<file path="src/rtl/dmem_pkg.sv">
// Shared encodings for the data-memory controller: access sizes, FSM states
// and the bit positions used by the region decoder.
package dmem_pkg;

    localparam logic [2:0] DM_WORD   = 3'b000;
    localparam logic [2:0] DM_HALF   = 3'b001;
    localparam logic [2:0] DM_HALF_U = 3'b010;
    localparam logic [2:0] DM_BYTE   = 3'b011;
    localparam logic [2:0] DM_BYTE_U = 3'b100;

    typedef enum logic [1:0] {
        ST_IDLE = 2'd0,
        ST_BUSY = 2'd1,
        ST_DONE = 2'd2
    } dmem_state_t;

    localparam int IO_SEL_LSB = 16;
    localparam int IO_CH_LSB  = 2;
    localparam int IO_CH_MSB  = 5;

    function automatic logic ctrl_reserved(input logic [2:0] c);
        return c > DM_BYTE_U;
    endfunction

endpackage

</file>
<file path="src/rtl/dmem_align.sv">
// Lane steering for sub-word accesses: merges store data into the old RAM
// word, extracts and extends load data, and flags misaligned addresses.
module dmem_align
    import dmem_pkg::*;
(
    input  logic [1:0]  off_i,
    input  logic [2:0]  ctrl_i,
    input  logic [31:0] wdata_i,
    input  logic [31:0] old_i,
    output logic [31:0] st_word_o,
    output logic [31:0] ld_val_o,
    output logic        misalign_o
);

    logic [7:0]  byte_v;
    logic [15:0] half_v;

    always_comb begin
        byte_v     = old_i[{off_i, 3'b000} +: 8];
        half_v     = off_i[1] ? old_i[31:16] : old_i[15:0];
        st_word_o  = old_i;
        ld_val_o   = '0;
        misalign_o = 1'b0;
        case (ctrl_i)
            DM_WORD: begin
                st_word_o  = wdata_i;
                ld_val_o   = old_i;
                misalign_o = |off_i;
            end
            DM_HALF, DM_HALF_U: begin
                if (off_i[1]) st_word_o[31:16] = wdata_i[15:0];
                else          st_word_o[15:0]  = wdata_i[15:0];
                ld_val_o   = {{16{half_v[15] & (ctrl_i == DM_HALF)}}, half_v};
                misalign_o = off_i[0];
            end
            DM_BYTE, DM_BYTE_U: begin
                st_word_o[{off_i, 3'b000} +: 8] = wdata_i[7:0];
                ld_val_o = {{24{byte_v[7] & (ctrl_i == DM_BYTE)}}, byte_v};
            end
            default: ;
        endcase
    end

endmodule

</file>
<file path="src/rtl/dmem_ctrl.sv">
// Data-memory controller: word RAM plus memory-mapped I/O behind a
// request/ready handshake with programmable wait states and fault reporting.
module dmem_ctrl
    import dmem_pkg::*;
#(
    parameter int          ADDR_W      = 7,
    parameter int          WAIT_STATES = 0,
    parameter int          N_IO        = 4,
    parameter logic [15:0] IO_BASE     = 16'hFFFF
) (
    input  logic                 clk,
    input  logic                 rstn,
    input  logic                 req,
    input  logic                 we,
    input  logic [31:0]          addr,
    input  logic [31:0]          wdata,
    input  logic [2:0]           dm_ctrl,
    output logic [31:0]          rdata,
    output logic                 ready,
    output logic                 err,
    input  logic [32*N_IO-1:0]   io_in,
    output logic [32*N_IO-1:0]   io_out,
    output dmem_state_t          dbg_state
);

    // Handshake: req is sampled only in IDLE, where the request fields are
    // latched; ready is a single-cycle pulse in DONE, with rdata/err valid
    // alongside it. No backpressure exists on the response side.
    dmem_state_t         state_q, state_d;
    logic [3:0]          cnt_q, cnt_d;
    logic                we_q, we_d;
    logic [31:0]         addr_q, addr_d, wdata_q, wdata_d, rdata_q, rdata_d;
    logic [2:0]          ctrl_q, ctrl_d;
    logic                err_q, err_d;
    logic [32*N_IO-1:0]  io_q, io_d;

    logic [31:0]         mem [2**ADDR_W];
    logic [ADDR_W-1:0]   word_idx;
    logic [31:0]         st_word, ld_val, io_rd;
    logic [3:0]          io_ch;
    logic                misalign, is_io, is_ram, ch_ok, fault, commit, ram_we;

    assign word_idx = addr_q[ADDR_W+1:2];
    assign io_ch    = addr_q[IO_CH_MSB:IO_CH_LSB];
    assign is_io    = addr_q[31:IO_SEL_LSB] == IO_BASE;
    assign is_ram   = addr_q[31:ADDR_W+2] == '0;
    assign ch_ok    = {1'b0, io_ch} < 5'(N_IO);
    assign commit   = (state_q == ST_BUSY) && (cnt_q == 4'd0);

    // I/O decode wins if IO_BASE ever overlaps the RAM window.
    assign fault = ctrl_reserved(ctrl_q) || misalign ||
                   (is_io ? ((ctrl_q != DM_WORD) || !ch_ok) : !is_ram);
    assign ram_we = commit && we_q && !fault && !is_io;

    dmem_align u_align (
        .off_i      (addr_q[1:0]),
        .ctrl_i     (ctrl_q),
        .wdata_i    (wdata_q),
        .old_i      (mem[word_idx]),
        .st_word_o  (st_word),
        .ld_val_o   (ld_val),
        .misalign_o (misalign)
    );

    always_comb begin
        io_rd = '0;
        for (int k = 0; k < N_IO; k++) begin
            if (io_ch == 4'(k)) io_rd = io_in[k*32 +: 32];
        end
    end

    always_comb begin
        state_d = state_q;
        cnt_d   = cnt_q;
        we_d    = we_q;
        addr_d  = addr_q;
        wdata_d = wdata_q;
        ctrl_d  = ctrl_q;
        rdata_d = rdata_q;
        err_d   = err_q;
        io_d    = io_q;
        case (state_q)
            ST_IDLE: begin
                if (req) begin
                    we_d    = we;
                    addr_d  = addr;
                    wdata_d = wdata;
                    ctrl_d  = dm_ctrl;
                    cnt_d   = 4'(WAIT_STATES);
                    state_d = ST_BUSY;
                end
            end
            ST_BUSY: begin
                if (cnt_q != 4'd0) begin
                    cnt_d = cnt_q - 4'd1;
                end else begin
                    state_d = ST_DONE;
                    err_d   = fault;
                    rdata_d = '0;
                    if (!fault && !we_q) rdata_d = is_io ? io_rd : ld_val;
                    if (!fault && we_q && is_io) begin
                        for (int k = 0; k < N_IO; k++) begin
                            if (io_ch == 4'(k)) io_d[k*32 +: 32] = wdata_q;
                        end
                    end
                end
            end
            ST_DONE: state_d = ST_IDLE;
            default: state_d = ST_IDLE;
        endcase
    end

    always_ff @(posedge clk or negedge rstn) begin
        if (!rstn) begin
            state_q <= ST_IDLE;
            cnt_q   <= '0;
            we_q    <= 1'b0;
            addr_q  <= '0;
            wdata_q <= '0;
            ctrl_q  <= DM_WORD;
            rdata_q <= '0;
            err_q   <= 1'b0;
            io_q    <= '0;
        end else begin
            state_q <= state_d;
            cnt_q   <= cnt_d;
            we_q    <= we_d;
            addr_q  <= addr_d;
            wdata_q <= wdata_d;
            ctrl_q  <= ctrl_d;
            rdata_q <= rdata_d;
            err_q   <= err_d;
            io_q    <= io_d;
        end
    end

    // RAM is not reset; an aborted access never reaches the commit state.
    always_ff @(posedge clk) begin
        if (ram_we) mem[word_idx] <= st_word;
    end

    assign rdata     = rdata_q;
    assign err       = err_q;
    assign ready     = (state_q == ST_DONE);
    assign io_out    = io_q;
    assign dbg_state = state_q;

endmodule

</file>
<file path="config.mk">
export PLATFORM = sky130hd
export DESIGN_NAME = dmem_ctrl
export DESIGN_NICKNAME = d
export VERILOG_FILES = /design/src/rtl/dmem_pkg.sv /design/src/rtl/dmem_align.sv /design/src/rtl/dmem_ctrl.sv
export SDC_FILE = /design/constraint.sdc
export NUM_CORES = 2
export LEC_CHECK = 0
export ABC_AREA = 0
export CORE_ASPECT_RATIO = 0.75
export CORE_MARGIN = 1
export CORE_UTILIZATION = 55
export CTS_BUF_LIST = sky130_fd_sc_hd__clkbuf_16
export CTS_CLUSTER_DIAMETER = 50
export CTS_CLUSTER_SIZE = 40
export DETAILED_ROUTE_END_ITERATION = 8
export PLACE_DENSITY = 0.72
export SYNTH_ARGS = -nofsm -noshare
export SYNTH_HDL_FRONTEND = slang
export SYNTH_SLANG_ARGS = --single-unit
</file>
<file path="constraint.sdc">
create_clock -name clk -period 10 [get_ports clk]
set_input_delay 1.5 -clock clk [delete_from_list [all_inputs] [get_ports clk]]
set_output_delay 1.5 -clock clk [all_outputs]
set_load 0.01 [all_outputs]
</file>
==> metrics <==
outcome=finished, final reports clean; Post-synth top cells=edfxtp_1, mux4_2, nor2_1, dfrtp_1, mux2_2; Min Clock Period, post-route=7120 ps; combinational family with the most area after synthesis=multiplexers; Critical Path Sink Type=flop; vias in the first global route=83.1k; final wirelength=495 mm; pre-CTS WS=3040 ps; multiplexer share of the synthesized area=0.186; Max-Slew Margin vs Limit=0.0338; leakage power=0.0592 uW; Max-Cap Viols=0; Setup Skew=85.0 ps; Pre-antenna DRT Iters=6; nets=8065; Post-CTS Hold Fix Bufs=0; DR WL/cell=40.8 um; Synth Area in XOR/XNOR=0.000156; total gr overflow=0; pwr dens=355 nW/um^2; Die Y=481 um; Worst EP arrival=7790 ps; Syn Std Cell Area=168000 um^2; library cells used by synthesis=80; Num CTS Buffers=231; HP Class=flop to flop; Clock Path Buffers=4; Initial Utilization=0.554; first-pass GRT wire length=676 mm; Design Power=66600 uW; Post-synth EDFFs=4096; hpwl dp=283 mm; layout cells sized above 1=0.293; post-synthesis sequential area ratio=0.765; Synth Area in Compound Gates=0.0196; Die Area=308000 um^2; GP Congestion=0.948; most frequent cell after synthesis=edfxtp_1; crit path launch type=flop; ys flop type=edfxtp_1; setup TNS=0 ps; # DRC=0; row count=175; antenna violations before repair=31; area leader, netlist=edfxtp_1; setup violators final=0; vias per inst=7.12; Worst IR Drop VDD=0.000778 V; Syn-to-layout area delta=11.4%; CTS tree=built; GRT Overall Usage=0.321; CTS resizes=0; Final WS setup=2880 ps; Area contributors post-synth=edfxtp_1, mux4_2, dfrtp_1; final non-filler cell total=12.1k; core area=304000 um^2; synthesized area per cell=22.9 um^2; Reg clk slew, reported paths=110 ps; Post-Syn Instances=7368; root buffer cell=clkbuf_16; largest net degree at the start of global routing=172; FMAX=140 MHz; initial DRC count=15.3k; Crit Path Class=flop to flop; Vias=86.4k; Fin. Hold Viols=0; die width=641 um; Cells after DPL=11.7k; Async S/R FF share, synth=0.0543; io pins=363; simple-gate share of the synthesized area=0.0136; unrepaired setup endpoints after global routing=no; clk_lat worst skew=990 ps; Yosys reg bits=4331; area share of the largest cell type after synthesis=0.730; post-synthesis adder-cell area fraction=0.000520; Final period util=0.712; CTS H-tree lvls=4; Setup Buffers After CTS=0; Final Max Tran Viols=0; Req. time, crit path=10660 ps; Ys Warns=0; Max Fanout on Critical Path=49; ANT nets after route=0; Slew @ Worst Pin=1450 ps; PortBufs=362; Sink Count=4331; Mapped Nets=7574
-- layout by cell type, fill, tap and decap left out, drive strengths merged, types with 13 or more instances in the layout --
cell type,instances
a21oi,126
a221oi,13
a222oi,17
a22oi,56
buf,316
clkbuf,238
clkdlybuf4s50,361
clkinv,64
dfrtp,235
diode,13
edfxtp,4096
inv,131
mux2,203
mux2i,143
mux4,1226
nand2,130
nand3,27
nor2,264
nor3,22
o21ai,72
o221ai,19
o22ai,64
-- worst paths after layout --
kind / start / to / cells after the start / slack [ps]
max: addr_q[2]$_DFFE_PN0P_ / mem[68][0]$_DFFE_PP_ / 11 / 2880
min: io_out[35]$_DFFE_PN0P_ / io_out[35]$_DFFE_PN0P_ / 1 / 500
max reg2reg: addr_q[2]$_DFFE_PN0P_ / mem[68][0]$_DFFE_PP_ / 11 / 2880
min reg2reg: io_out[35]$_DFFE_PN0P_ / io_out[35]$_DFFE_PN0P_ / 1 / 500
max in group asynchronous: rstn / io_out[83]$_DFFE_PN0P_ / 2 / 8010
min in group asynchronous: rstn / addr_q[29]$_DFFE_PN0P_ / 1 / 520
-- cell type report --
cell class,count,area (um^2)
Sequential cell,4331,129000
Fill cell,20305,116000
Multi-Input combinational cell,2596,38500
Timing Repair Buffer,677,6250
Clock buffer,238,5960
Tap cell,4071,5090
Clock inverter,190,2750
Inverter,22,97.6
Antenna cell,13,32.5
-- flip-flops by register name, summed over array words and instances, names as in the netlist --
| register | flops |
|---|---|
| mem | 4096 |
| cnt_q | 4 |
| err | 1 |
| io_out | 128 |
| ctrl_q | 3 |
| addr_q | 32 |
| dbg_state | 2 |
| rdata | 32 |
| we_q | 1 |
| wdata_q | 32 |
-- stage by stage --
step | cell area, um^2 | hold WS (ps) | util
3_5_place_dp | 179000 | 477 | 0.588
4_1_cts | 188000 | 490 | 0.617
2_1_floorplan | 168000 | 462 | -
3_3_place_gp | 179000 | 471 | 0.588
6_report | 188000 | 495 | 0.617
5_1_grt | 188000 | 510 | 0.617
-- where the power goes --
group / internal [uW] / leakage (uW) / switching (uW)
clock: 5090 / 0.00422 / 6680
combinational: 7080 / 0.0147 / 18700
sequential: 28700 / 0.0403 / 446
total: 40800 / 0.0592 / 25800
-- metal layers --
layer  up-vias  share of wire  track usage
li1      32276              -            -
met4        12          0.043        0.115
met5         -        0.00029      0.00201
met3      1051           0.16        0.109
met2      7059           0.44        0.455
met1     46024           0.36        0.469
-- logic make-up (layout without fill, tap and decap cells) --
| logic type | after synthesis | in the layout |
|---|---|---|
| xor+xnor | 3 | 3 |
| mux | 1572 | 1572 |
| other cells | 0 | 13 |
| fa+ha+maj | 7 | 7 |
| compound gates | 485 | 485 |
| buf+inv | 441 | 1127 |
| simple gates | 529 | 529 |
| flops | 4331 | 4331 |
-- worst max-delay path, stage by stage, from the launching register on --
cell,delay [ps]
dfrtp_4,980
buf_4,550
buf_4,760
mux4_2,370
mux4_2,240
mux2i_1,70
o22ai_1,920
or2_2,300
a22oi_1,110
o21ai_4,860
buf_4,880
buf_4,580
No activity file was read; power rests on OpenSTA's default activity.
